### src/rtl/seg7_pkg.sv
// Shared constants for the 7-segment capture path.
// Segment bit order is {g,f,e,d,c,b,a}, active-high.
package seg7_pkg;

    localparam logic [6:0] SEG_BLANK   = 7'b0000000;
    localparam logic [6:0] SEG_DIGIT_0 = 7'b0111111;
    localparam logic [6:0] SEG_DIGIT_1 = 7'b0000110;
    localparam logic [6:0] SEG_DIGIT_2 = 7'b1011011;
    localparam logic [6:0] SEG_DIGIT_3 = 7'b1001111;
    localparam logic [6:0] SEG_DIGIT_4 = 7'b1100110;
    localparam logic [6:0] SEG_DIGIT_5 = 7'b1101101;
    localparam logic [6:0] SEG_DIGIT_6 = 7'b1111101;
    localparam logic [6:0] SEG_DIGIT_7 = 7'b0000111;
    localparam logic [6:0] SEG_DIGIT_8 = 7'b1111111;
    localparam logic [6:0] SEG_DIGIT_9 = 7'b1101111;

    localparam logic [3:0] BCD_BLANK   = 4'hF;

    // Decoder result bundled for the commit logic.
    typedef struct packed {
        logic [3:0] value;
        logic       is_digit;
        logic       is_blank;
    } seg7_dec_t;

endpackage

### src/rtl/seg7_pattern_decode.sv
// Combinational 7-segment pattern to BCD decoder.
// Unknown patterns report neither digit nor blank and return BCD_BLANK.
module seg7_pattern_decode
    import seg7_pkg::*;
(
    input  logic [6:0] pattern,
    output logic [3:0] value,
    output logic       is_digit,
    output logic       is_blank
);

    // Table lookup; blank and illegal codes both return BCD_BLANK.
    always_comb begin
        value    = BCD_BLANK;
        is_digit = 1'b1;
        is_blank = 1'b0;
        case (pattern)
            SEG_DIGIT_0: value = 4'd0;
            SEG_DIGIT_1: value = 4'd1;
            SEG_DIGIT_2: value = 4'd2;
            SEG_DIGIT_3: value = 4'd3;
            SEG_DIGIT_4: value = 4'd4;
            SEG_DIGIT_5: value = 4'd5;
            SEG_DIGIT_6: value = 4'd6;
            SEG_DIGIT_7: value = 4'd7;
            SEG_DIGIT_8: value = 4'd8;
            SEG_DIGIT_9: value = 4'd9;
            SEG_BLANK: begin
                is_digit = 1'b0;
                is_blank = 1'b1;
            end
            default: is_digit = 1'b0;
        endcase
    end

endmodule

### src/rtl/seg7_bcd_capture.sv
// Reconstructs per-digit BCD values from a scanned 7-segment bus.
// Each (pattern, select) window must be stable for STABLE_CYCLES
// registered samples before it is committed, exactly once per window.
// Build option: SEG7_ACTIVE_LOW_EN inverts Segments/DigitSel at the
// input register for common-anode displays.
module seg7_bcd_capture
    import seg7_pkg::*;
#(
    parameter int NUM_DIGITS    = 4,
    parameter int STABLE_CYCLES = 4
) (
    input  logic                    clk,
    input  logic                    rst,
    input  logic [6:0]              Segments,
    input  logic [NUM_DIGITS-1:0]   DigitSel,
    output logic [4*NUM_DIGITS-1:0] BCD,
    output logic [NUM_DIGITS-1:0]   DigitValid,
    output logic                    Update,
    output logic                    PatErr,
    output logic                    SelErr
);

    localparam int             CW      = $clog2(STABLE_CYCLES + 1);
    localparam logic [CW-1:0]  CNT_MAX = CW'(STABLE_CYCLES);

    logic [6:0]            seg_d, seg_q;
    logic [NUM_DIGITS-1:0] sel_d, sel_q;

`ifdef SEG7_ACTIVE_LOW_EN
    assign seg_d = ~Segments;
    assign sel_d = ~DigitSel;
`else
    assign seg_d = Segments;
    assign sel_d = DigitSel;
`endif

    // Input register stage; holds the logical (active-high) sample.
    always_ff @(posedge clk) begin
        if (rst) begin
            seg_q <= '0;
            sel_q <= '0;
        end else begin
            seg_q <= seg_d;
            sel_q <= sel_d;
        end
    end

    logic                  sel_onehot, sel_multi, same;
    logic [6:0]            cand_pat;
    logic [NUM_DIGITS-1:0] cand_sel;
    logic [CW-1:0]         stab_cnt, cnt_nxt;
    logic                  committed, commit;

    assign sel_onehot = ($countones(sel_q) == 1);
    assign sel_multi  = ($countones(sel_q) > 1);
    assign same       = (seg_q == cand_pat) && (sel_q == cand_sel);

    // Next stability count; commit fires on the edge the count reaches max.
    always_comb begin
        cnt_nxt = '0;
        if (sel_onehot) begin
            if (!same)                    cnt_nxt = CW'(1);
            else if (stab_cnt == CNT_MAX) cnt_nxt = stab_cnt;
            else                          cnt_nxt = stab_cnt + CW'(1);
        end
    end

    assign commit = sel_onehot && (cnt_nxt == CNT_MAX) && !committed;

    // Stability tracker: candidate, run counter and once-per-window flag.
    always_ff @(posedge clk) begin
        if (rst) begin
            cand_pat  <= '0;
            cand_sel  <= '0;
            stab_cnt  <= '0;
            committed <= 1'b0;
        end else begin
            stab_cnt <= cnt_nxt;
            if (sel_onehot) begin
                if (!same) begin
                    cand_pat  <= seg_q;
                    cand_sel  <= sel_q;
                    committed <= 1'b0;
                end else begin
                    committed <= committed | commit;
                end
            end else begin
                committed <= 1'b0;
            end
        end
    end

    // On a commit the sample equals the candidate, so decode the sample.
    seg7_dec_t dec;

    seg7_pattern_decode u_dec (
        .pattern  (seg_q),
        .value    (dec.value),
        .is_digit (dec.is_digit),
        .is_blank (dec.is_blank)
    );

    logic legal;
    assign legal = dec.is_digit | dec.is_blank;

    // Registered single-cycle status pulses.
    always_ff @(posedge clk) begin
        if (rst) begin
            Update <= 1'b0;
            PatErr <= 1'b0;
            SelErr <= 1'b0;
        end else begin
            Update <= commit & legal;
            PatErr <= commit & ~legal;
            SelErr <= sel_multi;
        end
    end

    logic [NUM_DIGITS-1:0][3:0] bcd_r;

    // Per-digit result registers; only the selected digit is touched.
    always_ff @(posedge clk) begin
        if (rst) begin
            for (int i = 0; i < NUM_DIGITS; i++) bcd_r[i] <= BCD_BLANK;
            DigitValid <= '0;
        end else if (commit && legal) begin
            for (int i = 0; i < NUM_DIGITS; i++) begin
                if (sel_q[i]) begin
                    bcd_r[i]      <= dec.value;
                    DigitValid[i] <= dec.is_digit;
                end
            end
        end
    end

    assign BCD = bcd_r;

endmodule

### config.mk
export PLATFORM = sky130hd
export DESIGN_NAME = seg7_bcd_capture
export DESIGN_NICKNAME = d
export VERILOG_FILES = /design/src/rtl/seg7_pkg.sv /design/src/rtl/seg7_pattern_decode.sv /design/src/rtl/seg7_bcd_capture.sv
export SDC_FILE = /design/constraint.sdc
export NUM_CORES = 1
export LEC_CHECK = 0
export ABC_AREA = 1
export CORE_ASPECT_RATIO = 1.5
export CORE_UTILIZATION = 49
export CTS_CLUSTER_DIAMETER = 200
export DETAILED_ROUTE_END_ITERATION = 8
export GPL_TIMING_DRIVEN = 0
export HOLD_SLACK_MARGIN = 0.03
export PLACE_DENSITY = 0.86
export REMOVE_ABC_BUFFERS = 1
export SYNTH_ARGS = -nofsm -noshare
export SYNTH_HDL_FRONTEND = slang
export SYNTH_HIERARCHICAL = 1
export SYNTH_SLANG_ARGS = --single-unit
### constraint.sdc
create_clock -name clk -period 2.7 [get_ports clk]
set_input_delay 0.405 -clock clk [delete_from_list [all_inputs] [get_ports clk]]
set_output_delay 0.405 -clock clk [all_outputs]
set_load 0.05 [all_outputs]
==> run metrics, run 1 <==
status complete, but fails checks; failing checks setup timing; RD Place Congestion around 0.87; synth unique cells 31; Layout area overhead 25.1%; row count 31; Via Count 2278; slack of the critical path -0.0206 ns; EDFF count, synth 0; post-synthesis cell area around 2500 um^2; Finished Layout Cells roughly 440; via/cell ratio a little over 5; CTS HTree Levels 2; vias in the first global route 2074; port bufs 35; FMAX 368 MHz; leakage power 1.38 nW; fin crit period roughly 2.7 ns; Min Hold Slack between 0.4 and 0.5 ns; Starting Density between 50% and 60%; synth cell count leaders 79 x nand2_1, 49 x dfxtp_1, 47 x inv_1; Total GRT Usage between 20% and 30%; final cycle utilization of the critical path 101%; Cell Area, Placed ~2800 um^2; CP Class register to register; nature of the critical path endpoint register; Final Skew about 0.014 ns; final net count between 300 and 400; clock-pin slew on the worst setup and hold paths 0.09 ns; Synth Warn # 6; Avg Inst Size Synth approximately 7.3 um^2; Arr. time, crit path roughly 2.9 ns; WL/cell 12.2 um; most used flip-flop cell after synthesis dfxtp_1; DRT iter0 DRCs between 100 and 150; placed insts between 400 and 500; Die Y ~90 um; FFs w/ async S/R, synth 0%; Peak VDD IR approximately 0.00032 V; Yosys reg bits 49; final WL 5.41 mm; Boundary Pins 36; dominant cells by area after synthesis dfxtp_1 40%, nand2_1 12%, inv_1 7.1%; Final Hold Fails 0; initial antenna violation count 0; Die Width about 60 um; HP Class register to register; Worst Tran Pin Value slightly below 1 ns; post-synth top area share between 30% and 40%; fillers about 400; Core Region 4850 um^2; ANT cells 0; Die Footprint ~5300 um^2; Final HPWL DP 3.68 mm; root buffer cell clkbuf_8; Crit Path Max Fanout 6; post-route ant nets 0; Pwr Density between 500 and 600 nW/um^2; post-synthesis sequential area ratio 39.7%; drt pass-1 iters 4; worst slack, placed -0.695 ns; total grt overflow 0; DRC Markers 0; Max-Cap Viols 0; largest net degree at the start of global routing 34; CP required around 2.9 ns; slew margin rel. a little over a third; most numerous cell in the Yosys netlist nand2_1; clk sink count just under 50; Num CTS Buffers 5; endpoints failing setup 4; Final Slew Violations 0; clk_lat worst skew 0.31 ns; Critical Path Start Type register; clk buf depth 2; Synth Instances around 340; RSZ-0062 raised after global routing yes; CTS tree yes; post-synth top area cell dfxtp_1; ratio of cells with drive above 1 in the final layout 17.8%; global-route wire length before repair 8.68 mm; cts hold-fix bufs 0; hold path depth 2; worst r2r path cells 12; Design Area, Final 3090 um^2; setup TNS -0.0349 ns
cells in the final DEF (no fill, tap or decap), types with 2 or more instances in the layout:
cell	instances
nor3_4	2
buf_4	5
inv_2	7
clkdlybuf4s50_1	35
nand4_1	17
nor2_4	5
o21ai_0	11
ha_1	4
xnor2_1	4
clkbuf_8	5
a21oi_1	10
inv_1	45
dfxtp_1	46
nand4_4	5
nand2_4	2
nor2_2	6
dfxtp_4	3
nor2_1	39
nand2_2	17
nand2_1	72
nand3_1	20
kinds of logic (layout without fill, tap and decap cells):
kind of cell / Yosys count / in the layout / share of synthesized area, %
AOI/OAI and AO/OA: 24 / 24 / 5.21
xor gates and xnor gates: 6 / 6 / 2.43
adders and majority gates: 7 / 7 / 3.85
buffers and inverters: 64 / 101 / 10.5
DFF: 49 / 49 / 39.7
and+or+nand+nor: 189 / 189 / 38.3
layer usage:
| layer | track usage (%) | part of all wire (%) | vias to the layer above |
|---|---|---|---|
| met4 | 15.6 | 4.6 | 0 |
| met5 | 0 | 0 | - |
| met3 | 4.05 | 3.7 | 26 |
| met2 | 38.5 | 54 | 73 |
| li1 | - | - | 1137 |
| met1 | 22.2 | 38 | 1042 |
what timing repair did:
| item | 4_1_cts | 5_1_grt |
|---|---|---|
| buffers inserted | 6 | 0 |
| endpoints found under the hold margin | 0 | 0 |
| pin swaps | 4 | 8 |
| setup endpoints to repair | 35 | 23 |
| gates resized for setup | 13 | 12 |
state kept, by name, summed over array words and instances, names as in the netlist:
name	count
BCD	16
DigitValid	4
PatErr	1
SelErr	1
Update	1
cand_pat	7
cand_sel	4
committed	1
seg_q	7
sel_q	4
stab_cnt	3
layout make-up:
type                            instances  area [um^2]  area share [%]
Timing Repair Buffer                   41          408            13.2
Clock buffer                            5         68.8            2.22
Sequential cell                        49          992            32.1
Inverter                               52          195            6.31
Clock inverter                          3         21.3           0.688
Multi-Input combinational cell        226         1330            42.8
Tap cell                               66         82.6            2.67
critical path, stage by stage (launching register included):
cell and delay (ns):
dfxtp_4 0.35, inv_2 0.04, fa_1 0.52, inv_1 0.04, ha_2 0.18, inv_2 0.08, ha_4 0.20, nor3_4 0.29
nand4_4 0.17, nor2_4 0.30, nand4_4 0.20, nand2_1 0.11, nand3_1 0.08
worst paths after layout:
kind	startpoint	endpoint	slack [ns]
setup / recovery	sel_q[0]$_SDFF_PP0_	BCD[1]$_SDFFE_PP1P_	-0.02
hold reg to reg	cand_pat[5]$_SDFFE_PP0P_	cand_pat[5]$_SDFFE_PP0P_	0.48
hold / removal	cand_pat[5]$_SDFFE_PP0P_	cand_pat[5]$_SDFFE_PP0P_	0.48
setup reg to reg	sel_q[0]$_SDFF_PP0_	BCD[1]$_SDFFE_PP1P_	-0.02
power breakdown:
group | total, mW | switching (mW) | internal (mW)
Clock | 0.437 | 0.253 | 0.184
Combinational | 0.312 | 0.194 | 0.118
Sequential | 0.802 | 0.0375 | 0.764
stage by stage:
stage,utilization (%),power [mW]
2_1_floorplan,-,1.02
3_3_place_gp,58.6,1.08
3_5_place_dp,58.6,1.09
4_1_cts,63.1,1.55
5_1_grt,63.8,1.64
6_report,63.8,1.55
Power figures use the tool's default switching activity.
==> inputs of run 2 (changes only) <==
Settings changed: CAP_MARGIN from default to 20, MAX_ROUTING_LAYER from default to met4.
==> run 2 against run 1 <==
Net effect:
- the run still ends with setup timing left
- sequential cell count unchanged
- maximum frequency increased by 0.15%
- first-iteration DRC count grew 22%
- clock skew grew 0.0012 ns
- wire length increased by 0.44%
==> run metrics, run 2 (synthesis gave the netlist of run 1 again) <==
Total GRT Usage 22.2% (+0.53 points); DRC Markers 0 (unchanged); clk buf depth 2 (unchanged); Via Count 2277 (-0.044%); status complete, but fails checks; Final Slew Violations 0 (unchanged); CTS tree yes; RSZ-0062 raised after global routing yes; nature of the critical path endpoint register; via/cell ratio 5.15 (about the same); CP Class register to register; cts hold-fix bufs 0 (unchanged); HP Class register to register; largest net degree at the start of global routing 34 (unchanged); global-route wire length before repair 8.67 mm (about the same); clk_lat worst skew 0.32 ns (about the same); WL/cell 12.3 um (+0.44%); setup TNS -0.0165 ns (+0.0183 ns); Worst R2R Setup Slack -0.02 ns (about the same); Finished Layout Cells 442 (unchanged); placed insts 428 (unchanged); CTS HTree Levels 2 (unchanged); Boundary Pins 36 (unchanged); Max-Cap Viols 0 (unchanged); failing checks setup timing; Layout area overhead 25.1% (unchanged); ratio of cells with drive above 1 in the final layout 17.8% (unchanged); CP required 2.85 ns (about the same); Critical Path Start Type register; post-route ant nets 0 (unchanged); final net count 395 (unchanged); Die Y 89.0 um (unchanged); port bufs 35 (unchanged); leakage power 1.38 nW (unchanged); most frequent cells in the layout 72 x nand2_1, 46 x dfxtp_1, 45 x inv_1; Arr. time, crit path 2.87 ns (about the same); RD Place Congestion 0.880 (+1.6%); CP peak stage delay 0.52 ns (about the same); final cycle utilization of the critical path 101% (-0.15 points); DRT iter0 DRCs 124 (+22%); Starting Density 51.0% (unchanged); Crit Path Max Fanout 6 (unchanged); initial antenna violation count 0 (unchanged); Core Region 4850 um^2 (unchanged); vias in the first global route 2078 (+0.19%); Final HPWL DP 3.68 mm (unchanged); slack of the critical path -0.0165 ns (+0.00409 ns); clk sink count 49 (unchanged); row count 31 (unchanged); max reg flops 16 (unchanged); critical-path cell list inv_2 -> fa_1 -> inv_1 -> ha_2 -> inv_2 -> ha_4 -> nor3_4 -> nand4_4 -> nor2_4 -> nand4_4 -> nand2_1 -> nand3_1; fin crit period 2.72 ns (-0.00409 ns); Die Width 60 um (unchanged); ANT cells 0 (unchanged); Worst Tran Pin Value 0.976 ns (+0.00233 ns); commonest non-fill, non-tap cell in the layout nand2_1; endpoints failing setup 1 (-3); Final Hold Fails 0 (unchanged); FMAX 368 MHz (+0.15%); Die Footprint 5340 um^2 (unchanged); clock-pin slew on the worst setup and hold paths 0.09 ns (about the same); Peak VDD IR 0.000320 V (+0.13%); slew margin rel. 34.9% (-0.16 points); Num CTS Buffers 5 (unchanged); Slowest-stage cell, CP fa_1; total grt overflow 0 (unchanged); fillers 401 (unchanged); drt pass-1 iters 4 (unchanged); root buffer cell clkbuf_8; Pwr Density 503 nW/um^2 (+0.30%); Final Skew 0.0151 ns (+0.00121 ns); final WL 5.44 mm (+0.44%)
## run 2: timing repair
| item | CTS | global route |
|---|---|---|
| pin swaps | 4 | 8 |
| setup endpoints to repair | 35 | 23 |
| buffers inserted | 6 | 0 |
| gates resized for setup | 13 | 12 |
| hold endpoints to repair | 0 | 0 |
## run 2: where the power goes
part           switching, mW  total, mW  leakage, nW  internal [mW]
Clock                  0.257      0.441       0.0445          0.184
Combinational          0.195      0.312        0.937          0.118
Sequential            0.0375      0.802        0.403          0.764
Total                  0.489       1.56         1.38           1.07
## run 2: area by class of cell
| class | instances | area (um^2) | area share [%] |
|---|---|---|---|
| Multi-Input combinational cell | 226 | 1330 | 42.8 |
| Sequential cell | 49 | 992 | 32.1 |
| Timing Repair Buffer | 41 | 408 | 13.2 |
| Inverter | 52 | 195 | 6.31 |
| Tap cell | 66 | 82.6 | 2.67 |
| Clock buffer | 5 | 68.8 | 2.22 |
| Clock inverter | 3 | 21.3 | 0.688 |
## run 2: per-layer routing
| layer | part of all wire (%) | track usage [%] | vias to the layer above |
|---|---|---|---|
| met1 | 38 | 22.2 | 1056 |
| met5 | 0 | - | - |
| li1 | - | - | 1137 |
| met2 | 55 | 38.6 | 64 |
| met4 | 3.8 | 15.2 | 0 |
| met3 | 3.2 | 3.62 | 20 |
## run 2: per-stage QoR
stage	utilization, %	power, mW	instance area (um^2)	hold slack (ns)	setup slack (ns)
2_1_floorplan	-	1.02	2410	0.446	-0.214
3_3_place_gp	58.6	1.08	2840	0.454	-0.561
3_5_place_dp	58.6	1.09	2840	0.458	-0.695
4_1_cts	63.1	1.55	3060	0.477	0.00595
5_1_grt	63.8	1.64	3090	0.511	-0.128
6_report	63.8	1.56	3090	0.477	-0.0165
## run 2: final timing paths
| check | endpoint | cells past startpoint | from |
|---|---|---|---|
| worst max-delay path | BCD[1]$_SDFFE_PP1P_ | 12 | sel_q[0]$_SDFF_PP0_ |
| worst max register to register | BCD[1]$_SDFFE_PP1P_ | 12 | sel_q[0]$_SDFF_PP0_ |
| worst min-delay path | cand_pat[1]$_SDFFE_PP0P_ | 2 | cand_pat[1]$_SDFFE_PP0P_ |
| worst min register to register | cand_pat[1]$_SDFFE_PP0P_ | 2 | cand_pat[1]$_SDFFE_PP0P_ |
## run 2: worst max-delay path, delay by kind of cell (launching register included)
kind / cells / cell delay, ns
flops: 1 / 0.35
fa+ha+maj: 3 / 0.90
simple gates: 6 / 1.14
buf+inv: 3 / 0.16
